`src/rtl/one_pkg.sv`:
```
// ---------------------------------------------------------------------------
// one_pkg
// Shared constants for the `one` adder pipeline and its credit adapter.
//   WIDTH   : operand/result width of the adder
//   LATENCY : adder input-to-output latency in cycles (>= 1)
//   word_t  : one operand/result word
// ---------------------------------------------------------------------------
package one_pkg;

  localparam int WIDTH   = 32;
  localparam int LATENCY = 2;

  typedef logic [WIDTH-1:0] word_t;

endpackage : one_pkg

```
`src/rtl/one_credit_adapter_if.sv`:
```
// ---------------------------------------------------------------------------
// one_credit_adapter_if
// Upstream operand handshake plus downstream result handshake of the adapter.
//   in_valid/in_ready/in_x/in_y     : operand pair channel (into the adapter)
//   out_valid/out_ready/out_data    : sum channel (out of the adapter)
// Modports:
//   slave  : the adapter side
//   master : the producer/consumer side (testbench or parent)
// ---------------------------------------------------------------------------
interface one_credit_adapter_if #(
  parameter int WIDTH = one_pkg::WIDTH
);

  logic             in_valid;
  logic             in_ready;
  logic [WIDTH-1:0] in_x;
  logic [WIDTH-1:0] in_y;
  logic             out_valid;
  logic             out_ready;
  logic [WIDTH-1:0] out_data;

  modport slave (
    input  in_valid, in_x, in_y, out_ready,
    output in_ready, out_valid, out_data
  );

  modport master (
    output in_valid, in_x, in_y, out_ready,
    input  in_ready, out_valid, out_data
  );

endinterface : one_credit_adapter_if

```
`src/rtl/one_credit_adapter_chk.sv`:
```
// ---------------------------------------------------------------------------
// one_credit_adapter_chk
// Simulation-only property for the credit scheme: a pipeline result must never
// arrive while the result FIFO is full.
//   clk, rst_n : clock, asynchronous active-low reset
//   push_i     : adder result being written this cycle
//   full_i     : result FIFO full
// ---------------------------------------------------------------------------
module one_credit_adapter_chk (
  input logic clk,
  input logic rst_n,
  input logic push_i,
  input logic full_i
);

  a_no_overflow : assert property (@(posedge clk) disable iff (!rst_n) !(push_i && full_i))
    else $error("result pushed into full FIFO");

endmodule : one_credit_adapter_chk

```
`src/rtl/one_result_fifo.sv`:
```
// ---------------------------------------------------------------------------
// one_result_fifo
// DEPTH x WIDTH result buffer. Pointers wrap at DEPTH-1, so DEPTH need not be
// a power of two. Control state is reset, storage is not.
//   clk, rst_n   : clock, asynchronous active-low reset
//   push_i       : write push_data_i at the tail
//   pop_i        : drop the head entry
//   count_o      : number of stored entries (0..DEPTH)
//   full_o       : count_o == DEPTH
//   valid_o      : head entry present (count_o != 0)
//   head_o       : head entry data
// ---------------------------------------------------------------------------
module one_result_fifo #(
  parameter  int WIDTH = one_pkg::WIDTH,
  parameter  int DEPTH = 4,
  localparam int CW    = $clog2(DEPTH + 1),
  localparam int PW    = (DEPTH > 1) ? $clog2(DEPTH) : 1
) (
  input  logic             clk,
  input  logic             rst_n,
  input  logic             push_i,
  input  logic [WIDTH-1:0] push_data_i,
  input  logic             pop_i,
  output logic [CW-1:0]    count_o,
  output logic             full_o,
  output logic             valid_o,
  output logic [WIDTH-1:0] head_o
);

  logic [WIDTH-1:0] mem_q [DEPTH];
  logic [PW-1:0]    rd_q, rd_d;
  logic [PW-1:0]    wr_q, wr_d;
  logic [CW-1:0]    cnt_q, cnt_d;

  function automatic logic [PW-1:0] next_ptr(input logic [PW-1:0] p);
    if (p == PW'(DEPTH - 1)) begin
      return '0;
    end else begin
      return p + PW'(1);
    end
  endfunction

  // Next-state for pointers and entry count.
  always_comb begin
    rd_d  = rd_q;
    wr_d  = wr_q;
    cnt_d = cnt_q;
    if (push_i) begin
      wr_d = next_ptr(wr_q);
    end else begin
      wr_d = wr_q;
    end
    if (pop_i) begin
      rd_d = next_ptr(rd_q);
    end else begin
      rd_d = rd_q;
    end
    case ({push_i, pop_i})
      2'b10:   cnt_d = cnt_q + CW'(1);
      2'b01:   cnt_d = cnt_q - CW'(1);
      default: cnt_d = cnt_q;
    endcase
  end

  // Control state register.
  always_ff @(posedge clk or negedge rst_n) begin
    if (!rst_n) begin
      rd_q  <= '0;
      wr_q  <= '0;
      cnt_q <= '0;
    end else begin
      rd_q  <= rd_d;
      wr_q  <= wr_d;
      cnt_q <= cnt_d;
    end
  end

  // Storage write; contents are meaningless until counted.
  always_ff @(posedge clk) begin
    if (push_i) begin
      mem_q[wr_q] <= push_data_i;
    end
  end

  assign count_o = cnt_q;
  assign full_o  = (cnt_q == CW'(DEPTH));
  assign valid_o = (cnt_q != '0);
  assign head_o  = mem_q[rd_q];

endmodule : one_result_fifo

```
`src/rtl/one_credit_adapter.sv`:
```
// ---------------------------------------------------------------------------
// one_credit_adapter
// Valid/ready front end and result buffer around the fixed-latency,
// non-stallable `one` adder (instantiated by the parent). An operand pair is
// only accepted when a FIFO slot is guaranteed for its sum, so the adder never
// has to stall.
//   clk, rst_n : clock, asynchronous active-low reset
//   bus        : operand (in_*) and result (out_*) handshakes, slave side
//   add_x/y    : operands to the adder, combinational copies of in_x/in_y
//   add_out    : adder sum, valid LATENCY cycles after acceptance
//   occupancy  : buffered results + in-flight ops (debug)
// ---------------------------------------------------------------------------
module one_credit_adapter #(
  parameter  int WIDTH   = one_pkg::WIDTH,
  parameter  int LATENCY = one_pkg::LATENCY,
  parameter  int DEPTH   = 4,
  localparam int CW      = $clog2(DEPTH + 1),
  localparam int IW      = $clog2(LATENCY + 1),
  localparam int SW      = CW + 1
) (
  input  logic                  clk,
  input  logic                  rst_n,
  one_credit_adapter_if.slave   bus,
  output logic [WIDTH-1:0]      add_x,
  output logic [WIDTH-1:0]      add_y,
  input  logic [WIDTH-1:0]      add_out,
  output logic [CW-1:0]         occupancy
);

  logic               accept;
  logic               push;
  logic               pop;
  logic [LATENCY-1:0] vld_q, vld_d;
  logic [IW-1:0]      inflight_q, inflight_d;
  logic [CW-1:0]      count;
  logic               full;
  logic [SW-1:0]      credits_used;

  // Credits are counted from registered state only, so out_ready never
  // reaches in_ready combinationally; a freed slot shows up one cycle later.
  assign credits_used = SW'(count) + SW'(inflight_q);
  assign bus.in_ready = (credits_used < SW'(DEPTH));
  assign occupancy    = credits_used[CW-1:0];

  assign accept = bus.in_valid & bus.in_ready;
  assign push   = vld_q[LATENCY-1];
  assign pop    = bus.out_valid & bus.out_ready;

  // The adder runs every cycle; only results tagged by vld_q are kept.
  assign add_x = bus.in_x;
  assign add_y = bus.in_y;

  // Shadow valid pipe and in-flight counter next-state.
  always_comb begin
    vld_d      = '0;
    inflight_d = inflight_q;
    vld_d[0]   = accept;
    for (int i = 1; i < LATENCY; i++) begin
      vld_d[i] = vld_q[i-1];
    end
    case ({accept, push})
      2'b10:   inflight_d = inflight_q + IW'(1);
      2'b01:   inflight_d = inflight_q - IW'(1);
      default: inflight_d = inflight_q;
    endcase
  end

  // Shadow valid pipe and in-flight counter registers.
  always_ff @(posedge clk or negedge rst_n) begin
    if (!rst_n) begin
      vld_q      <= '0;
      inflight_q <= '0;
    end else begin
      vld_q      <= vld_d;
      inflight_q <= inflight_d;
    end
  end

  one_result_fifo #(
    .WIDTH (WIDTH),
    .DEPTH (DEPTH)
  ) u_fifo (
    .clk         (clk),
    .rst_n       (rst_n),
    .push_i      (push),
    .push_data_i (add_out),
    .pop_i       (pop),
    .count_o     (count),
    .full_o      (full),
    .valid_o     (bus.out_valid),
    .head_o      (bus.out_data)
  );

  one_credit_adapter_chk u_chk (
    .clk    (clk),
    .rst_n  (rst_n),
    .push_i (push),
    .full_i (full)
  );

endmodule : one_credit_adapter

```
`src/flat_wrapper.sv`:
```
// flat-port wrapper written by rule: the top's interface ports become plain ports
module one_credit_adapter_flat 
#(
  parameter  int WIDTH   = one_pkg::WIDTH,
  parameter  int LATENCY = one_pkg::LATENCY,
  parameter  int DEPTH   = 4,
  localparam int CW      = $clog2(DEPTH + 1),
  localparam int IW      = $clog2(LATENCY + 1),
  localparam int SW      = CW + 1
)
  (clk, rst_n, add_x, add_y, add_out, occupancy, bus_in_valid, bus_in_x, bus_in_y, bus_out_ready, bus_in_ready, bus_out_valid, bus_out_data);
  one_credit_adapter_if #(.WIDTH(WIDTH)) bus_i ();
  input  logic clk;
  input  logic rst_n;
  output logic [WIDTH-1:0] add_x;
  output logic [WIDTH-1:0] add_y;
  input  logic [WIDTH-1:0] add_out;
  output logic [CW-1:0] occupancy;
  input wire logic [$bits(bus_i.in_valid)-1:0] bus_in_valid;
  input wire logic [$bits(bus_i.in_x)-1:0] bus_in_x;
  input wire logic [$bits(bus_i.in_y)-1:0] bus_in_y;
  input wire logic [$bits(bus_i.out_ready)-1:0] bus_out_ready;
  output wire logic [$bits(bus_i.in_ready)-1:0] bus_in_ready;
  output wire logic [$bits(bus_i.out_valid)-1:0] bus_out_valid;
  output wire logic [$bits(bus_i.out_data)-1:0] bus_out_data;
  assign bus_i.in_valid = bus_in_valid;
  assign bus_i.in_x = bus_in_x;
  assign bus_i.in_y = bus_in_y;
  assign bus_i.out_ready = bus_out_ready;
  assign bus_in_ready = bus_i.in_ready;
  assign bus_out_valid = bus_i.out_valid;
  assign bus_out_data = bus_i.out_data;
  one_credit_adapter #(.WIDTH(WIDTH), .LATENCY(LATENCY), .DEPTH(DEPTH)) u_core (.clk(clk), .rst_n(rst_n), .bus(bus_i), .add_x(add_x), .add_y(add_y), .add_out(add_out), .occupancy(occupancy));
endmodule
```
`config.mk`:
```
export PLATFORM = sky130hd
export DESIGN_NAME = one_credit_adapter_flat
export DESIGN_NICKNAME = d
export VERILOG_FILES = /design/src/rtl/one_pkg.sv /design/src/rtl/one_credit_adapter_if.sv /design/src/rtl/one_credit_adapter_chk.sv /design/src/rtl/one_result_fifo.sv /design/src/rtl/one_credit_adapter.sv /design/src/flat_wrapper.sv
export SDC_FILE = /design/constraint.sdc
export NUM_CORES = 1
export LEC_CHECK = 0
export ABC_AREA = 1
export CAP_MARGIN = 20
export CORE_MARGIN = 1
export CORE_UTILIZATION = 25
export DETAILED_ROUTE_END_ITERATION = 7
export PLACE_DENSITY_LB_ADDON = 0.15
export SLEW_MARGIN = 0
export SYNTH_ARGS = -nofsm -noshare
export SYNTH_HDL_FRONTEND = slang
export SYNTH_SLANG_ARGS = --single-unit
export TNS_END_PERCENT = 1
```
`constraint.sdc`:
```
create_clock -name clk -period 1.8 [get_ports clk]
set_clock_uncertainty 0.15 [all_clocks]
set_input_delay 0.54 -clock clk [delete_from_list [all_inputs] [get_ports clk]]
set_output_delay 0.54 -clock clk [all_outputs]
set_load 0.03 [all_outputs]
```
# Yosys cells after proc, flatten, opt, wreduce, memory -nomap -nowiden
# Memory sizes are Yosys's and may differ from the RTL's.
# Index checks and enable logic that the tools add are counted.
# Widths: inputs -> output; s select.
# classes
n_mux	6
n_lt_le_gt_ge	1
n_reduce_logical	3
addsub	7
n_eq_ne	6
bitwise	2
# op_table
op	count
$eq 2x2->1 const B	4
$add 2x1->2 const B	3
$pmux 3 s2	1
$add 3x2->4	1
$eq 2x1->1 const B	2
$lt 4x3->1 const B	1
$mux 2	2
$pmux 2 s2	1
$reduce_bool 2->1	2
$add 3x1->3 const B	1
$reduce_bool 3->1	1
$sub 3x1->3 const B	1
$and 1x1->1	2
$mux 1	2
$sub 2x1->2 const B	1
# word_totals
word_cells	31
reg_bits	11
ram_bits	128
memories	1
output_inout_bits	101
# mem_list
name	words	word_bits	rd	rd_clocked_by_memory_dff	wr	line_no	rtl
u_core.u_fifo.mem_q	4	32	1	0	1	one_result_fifo.sv:30	logic [WIDTH-1:0] mem_q [DEPTH];

# Longest topological paths before layout
# Gate-level depths: netlist of the first run.
# depth
word_depth	5
depth_mapped	12

# Cells and area by module
# A second synthesis of the first run with hierarchy kept.
# hier_totals
cells_unflattened	528
area_unflattened_um2	6331.1
# modules_own_cells
module	area_per_inst_um2	instances	cells_per_inst	seq_area_each_um2
one_result_fifo	5567.8	1	428	4018.9
one_credit_adapter	763.2	1	100	100.1

# Worst setup path after synthesis of the first run
# Ideal clock, no wire load.
# synth_timing
path_type	register to register
from	reg u_core.u_fifo.cnt_q[0], in the netlist u_core.u_fifo.count_o[0]
to	reg u_core.inflight_q[1]
n_path_buf	0
setup_slack_ps	-536
arrival_ps	2069
period_less_slack_ps	2336
path_stages_with_launch	12
path_cell_list	dfrtp_1 ha_1 fa_1 inv_1 nand2_1 o21ai_1 nand2_1 ha_1 inv_1 nand3_1 nand2_1 nand2_1
# synth_via
elab_chain_len	5
elab_cells_between_ends	7
cone_classes	add/sub (1); order compare (1); eq/ne (2); mux (1); bitwise (1); reduce/logical (1)
# synth_rtl
item	line_no	rtl
from (decl)	one_result_fifo.sv:33	logic [CW-1:0] cnt_q, cnt_d;
from (signal assigned)	one_result_fifo.sv:74	cnt_q <= cnt_d;
$add 3x2->4 (*)	one_credit_adapter.sv:41	assign credits_used = SW'(count) + SW'(inflight_q);
$lt 4x3->1 (*)	one_credit_adapter.sv:42	assign bus.in_ready = (credits_used < SW'(DEPTH));
net bus_in_ready	flat_wrapper.sv:23	output wire logic [$bits(bus_i.in_ready)-1:0] bus_in_ready;
$and 1x1->1 (*)	one_credit_adapter.sv:45	assign accept = bus.in_valid & bus.in_ready;
$eq 2x1->1 or $eq 2x2->1 (tied branches)	one_credit_adapter.sv:61	case ({accept, push})
$pmux 2 s2 or $reduce_bool 2->1 (tied branches)	--	
to (signal assigned)	one_credit_adapter.sv:75	inflight_q <= inflight_d;
to (decl)	one_credit_adapter.sv:34	logic [IW-1:0] inflight_q, inflight_d;
# The timed path passes the listed nets; every way through them passes the cells marked *.
# A chain may end at the register's enable or synchronous reset.

# Final worst setup path of the first run
# layout_timing
from	reg u_core.inflight_q[0]
to	out occupancy[2]
# layout_via
elab_chain_len	1
# layout_rtl
item	line_no	rtl
$add 3x2->4	one_credit_adapter.sv:41	
to (decl)	flat_wrapper.sv:18	output logic [CW-1:0] occupancy;
# No other way between the ends.

==> run summary, run 1 <==
After detailed routing, the total wire length is 14400 um. By count the netlist is led by 128 x sky130_fd_sc_hd__edfxtp_1, 124 x sky130_fd_sc_hd__nand2_1, 86 x sky130_fd_sc_hd__inv_1. The final global-route overflow total is 0. Counting both buffers and inverters, the worst setup path holds a total of 3. The worst flop-to-flop path endpoint is u_core.inflight_q[1]$_DFFE_PN0P_.

The H-tree was split into 4 levels. The kind of cell with the highest combined delay along the critical path is adder cells. The total of flip-flops plus latches after synthesis is 139.

The element type at the critical path end is a primary output. The die covers 25500 um2. After layout, the minimum clock period comes to 2.41 ns.

The initial utilization of the core area, before any placement, comes to 25.5%. The arrival time of the worst setup path came out at 1.72 ns. 0 antenna diodes ended up in the layout. Setup repair after global routing could not meet its margin everywhere.

The net count of the finished layout is 677. The growth of design area from synthesis to finish is 26.2%. The count of warnings emitted by yosys is 0. Of all nets on the critical path, the largest fanout is 2. The maximum clock path buffer count came out at 2. The number of global-route vias before repair came out at 3932.

The routability congestion estimate from global placement is between 0.6 and 0.7. The slew at the pin with the worst max-slew slack is roughly 0.26 ns. The slowest stage of the critical path belongs to the cell sky130_fd_sc_hd__dfrtp_1. For this run, design rule violations remaining after detail routing come to 0.

The type of the most critical hold path is flip-flop to flip-flop. The number of nets produced by synthesis is roughly 640. The latest clock arrival within the worst-skew pair is 0.42 ns. Yosys instantiated no cell more often than sky130_fd_sc_hd__edfxtp_1.

The average wire per standard cell came out at 16.0 um. The mean number of vias per cell came out at ~4. The region available for standard cell placement spans roughly 24000 um2. The area of placed instances came out at a little over 7000 um2. The post-placement setup slack is -0.540 ns. The worst register-to-register path begins at u_core.inflight_q[0]$_DFFE_PN0P_. Ranked by total cell area, the synthesized netlist is headed by sky130_fd_sc_hd__edfxtp_1 62%, sky130_fd_sc_hd__buf_4 7.8%, sky130_fd_sc_hd__o211ai_1 7.7%, sky130_fd_sc_hd__nand2_1 7.5%, sky130_fd_sc_hd__inv_1 5.2%. After routing the design area is roughly 8000 um2. The critical path goes through ha_2 -> fa_2 -> inv_2 -> nand2_4 -> nand2_2 -> inv_2 -> buf_6. The synthesized design spends more area on one cell type than any other, namely sky130_fd_sc_hd__edfxtp_1. Across all setup checks in the final design, the least slack found is -0.613 ns. The achievable clock frequency came out at approximately 410 MHz. On the worst path, the slowest cell contributes a delay of ~0.4 ns. The internal reg-to-reg setup slack is -0.14 ns.

The critical path's most frequent cell is sky130_fd_sc_hd__inv_2. VDD sags by at most approximately 0.91 mV. The number of buffers inserted to repair setup after CTS came out at 0.

A synthesized cell averages 11.8 um2. The cell sitting at the root of the clock tree is a sky130_fd_sc_hd__clkbuf_16. The final-report setup violation count is 39.

Of the available clock period, the critical path in the final layout requires 134%. The count of cells along the worst register-to-register path came out at 11. Clock-pin slew was measured on the worst setup and hold paths at 0.06 ns. The run finished, with violations left.

The hold violation count in the final report was 0. The number of unique standard cell types used by synthesis came out at 17. The max capacitance violation total came out at 0. The share of synthesized area in the top cell type comes to 61.8%. The count of buffers from port buffering came out at between 70 and 80. The pin count of the biggest net entering global routing came out at 34. For this run, asynchronously set or reset flops after synthesis account for 7.91%. The instance count on the critical path is 7. Once detailed placement completed, the half-perimeter wirelength came to 9800 um.

The checks that failed: negative setup slack. The global-route wire length before repair is ~22000 um. The endpoint required time on the critical path came out at 1.11 ns. From bottom edge to top edge, the die measures 160 um. Synthesis produced between 500 and 600 cells. The global-route total usage across every layer came out at between 10% and 20%. The relative max-transition margin is around 83%. The analysis attributes to cell leakage a power of 3.07 nW. The startpoint of the tightest hold check path is u_core.vld_q[0]$_DFF_PN0_.

The initialized floorplan defines 57 standard-cell rows. The number of placed I/O pins came out at 201. The sequential share of the synthesized area came out at 66.2%. Measured along the x axis, the die boundary spans 160 um.

The detailed-router iteration count before antenna repair is 4. The initial antenna violation count is 0. The number of max-slew violations in the final report came out at 0. The instance count along the most critical hold path came out at 0. STA classifies the critical path startpoint as a flip-flop. The number of sinks driven by the clock tree came out at between 100 and 150.

The number of flops mapped to enable cells by yosys is 128. The total CTS buffers is 17. Buffers inserted to repair hold after CTS numbered 0. For this design the ratio of total power to cell area is 1820 nW/um2. The setup path with the least slack is of type flip-flop to primary output.

The via total after detailed routing is 3679. The share of cells above drive strength 1 came out at 21.8%. The number of nets still failing antenna checks after routing came out at 0. TritonCTS built the clock tree. The terminating pin of the worst hold path is u_core.vld_q[1]$_DFF_PN0_.

Among all flip-flop cells after synthesis, the most frequent one is sky130_fd_sc_hd__edfxtp_1. The DRC violation total after the first TritonRoute iteration is 122. The cell area after synthesis came out at 6220 um2.
-- state kept, by name (all words and copies together) (netlist names) --
signal                 flops
u_core.inflight_q          2
u_core.u_fifo.rd_q         2
u_core.u_fifo.count_o      3
u_core.u_fifo.wr_q         2
u_core.u_fifo.mem_q      128
u_core.vld_q               2
-- worst max-delay path by stage --
stage / slack, ns / from / end
3_3_place_gp: -0.46 / bus_out_ready / u_core.u_fifo.count_o[2]$_DFFE_PN0P_
2_1_floorplan: -0.18 / u_core.inflight_q[0]$_DFFE_PN0P_ / u_core.inflight_q[1]$_DFFE_PN0P_
3_5_place_dp: -0.54 / bus_out_ready / u_core.u_fifo.count_o[2]$_DFFE_PN0P_
4_1_cts: -0.70 / u_core.inflight_q[0]$_DFFE_PN0P_ / occupancy[2]
5_1_grt: -0.69 / u_core.inflight_q[0]$_DFFE_PN0P_ / occupancy[2]
6_report: -0.61 / u_core.inflight_q[0]$_DFFE_PN0P_ / occupancy[2]
-- layer usage --
metal / track usage (%) / wire length, um
met3: 3.51 / 762
met4: 7.69 / 721
met5: 0 / 0
met2: 20.5 / 7340
met1: 12.6 / 5610
-- area by class of cell --
class	count	area (um2)
repair buffers	106	1150
clock inverters	15	163
fillers	2439	16500
multi-input cells	215	1250
flip-flops and latches	139	4120
inverters	87	329
well taps	324	405
clock buffers	17	425
-- power by group --
part           internal [W]  leakage, nW  switching [W]  total (W)
Clock               0.00206        0.283        0.00140    0.00346
Combinational       0.00266         1.49        0.00382    0.00647
Sequential          0.00411         1.29       0.000230    0.00434
Total               0.00883         3.07        0.00545     0.0143
-- cells by family after synthesis --
kind of cell	synth area share [%]
buffers and inverters	14.7
flip-flops	66.2
AND/OR/NAND/NOR	8.27
AO/OA/AOI/OAI	8.05
adder cells (fa/ha/maj)	2.45
XOR/XNOR	0.282
-- placed cells by master, fill, tap and decap left out, types with 2 or more instances in the layout --
cell type                         count
sky130_fd_sc_hd__buf_6               22
sky130_fd_sc_hd__o211ai_1            64
sky130_fd_sc_hd__clkinvlp_4           2
sky130_fd_sc_hd__buf_4               34
sky130_fd_sc_hd__buf_12              15
sky130_fd_sc_hd__fa_2                 2
sky130_fd_sc_hd__clkinv_1             5
sky130_fd_sc_hd__o21ai_0              2
sky130_fd_sc_hd__clkbuf_16           17
sky130_fd_sc_hd__dfrtp_1              9
sky130_fd_sc_hd__nor2_1               3
sky130_fd_sc_hd__nand2_1            116
sky130_fd_sc_hd__clkinv_4             3
sky130_fd_sc_hd__ha_2                 2
sky130_fd_sc_hd__xnor2_1              2
sky130_fd_sc_hd__inv_6                6
sky130_fd_sc_hd__bufinv_16            2
sky130_fd_sc_hd__nand2_2              7
sky130_fd_sc_hd__inv_1               77
sky130_fd_sc_hd__inv_2                5
sky130_fd_sc_hd__edfxtp_1           128
sky130_fd_sc_hd__ha_1                 6
sky130_fd_sc_hd__nand3_1              4
sky130_fd_sc_hd__nand4_1              2
sky130_fd_sc_hd__clkdlybuf4s50_1     34
-- repair_timing --
item | in CTS | in global routing
pin swaps | 42 | 14
setup endpoints to repair | 41 | 41
gates cloned | 0 | 0
resized for setup | 35 | 4
-- per-stage QoR --
stage | power (W) | TNS (ns) | instances | utilization [%] | hold slack [ns]
after floorplan | 0.00826 | -9.69 | 527 | - | 0.0944
after global placement | 0.0105 | -4.63 | 871 | 29.3 | 0.205
after detailed placement | 0.0106 | -5.04 | 871 | 29.3 | 0.196
after CTS | 0.0145 | -20.43 | 903 | 32.1 | 0.191
after global routing | 0.0152 | -22.17 | 903 | 32.2 | 0.205
final | 0.0143 | -18.53 | 903 | 32.2 | 0.204
Note: power is estimated with default switching activity, not from simulation.
==> run 2, diff against run 1 <==
--- a/config.mk
+++ b/config.mk
@@ -6,7 +6,6 @@
 export NUM_CORES = 1
 export LEC_CHECK = 0
 export ABC_AREA = 1
-export CAP_MARGIN = 20
 export CORE_MARGIN = 1
 export CORE_UTILIZATION = 25
 export DETAILED_ROUTE_END_ITERATION = 7
==> results of run 2 <==
Same layout as run 1: the final DEF is identical, and so are final timing and power.
==> run 3, diff against run 2 <==
--- a/config.mk
+++ b/config.mk
@@ -6,6 +6,7 @@
 export NUM_CORES = 1
 export LEC_CHECK = 0
 export ABC_AREA = 1
+export CAP_MARGIN = 20
 export CORE_MARGIN = 1
 export CORE_UTILIZATION = 25
 export DETAILED_ROUTE_END_ITERATION = 7
==> results of run 3 <==
Same layout as run 1: the final DEF is identical, and so are final timing and power.
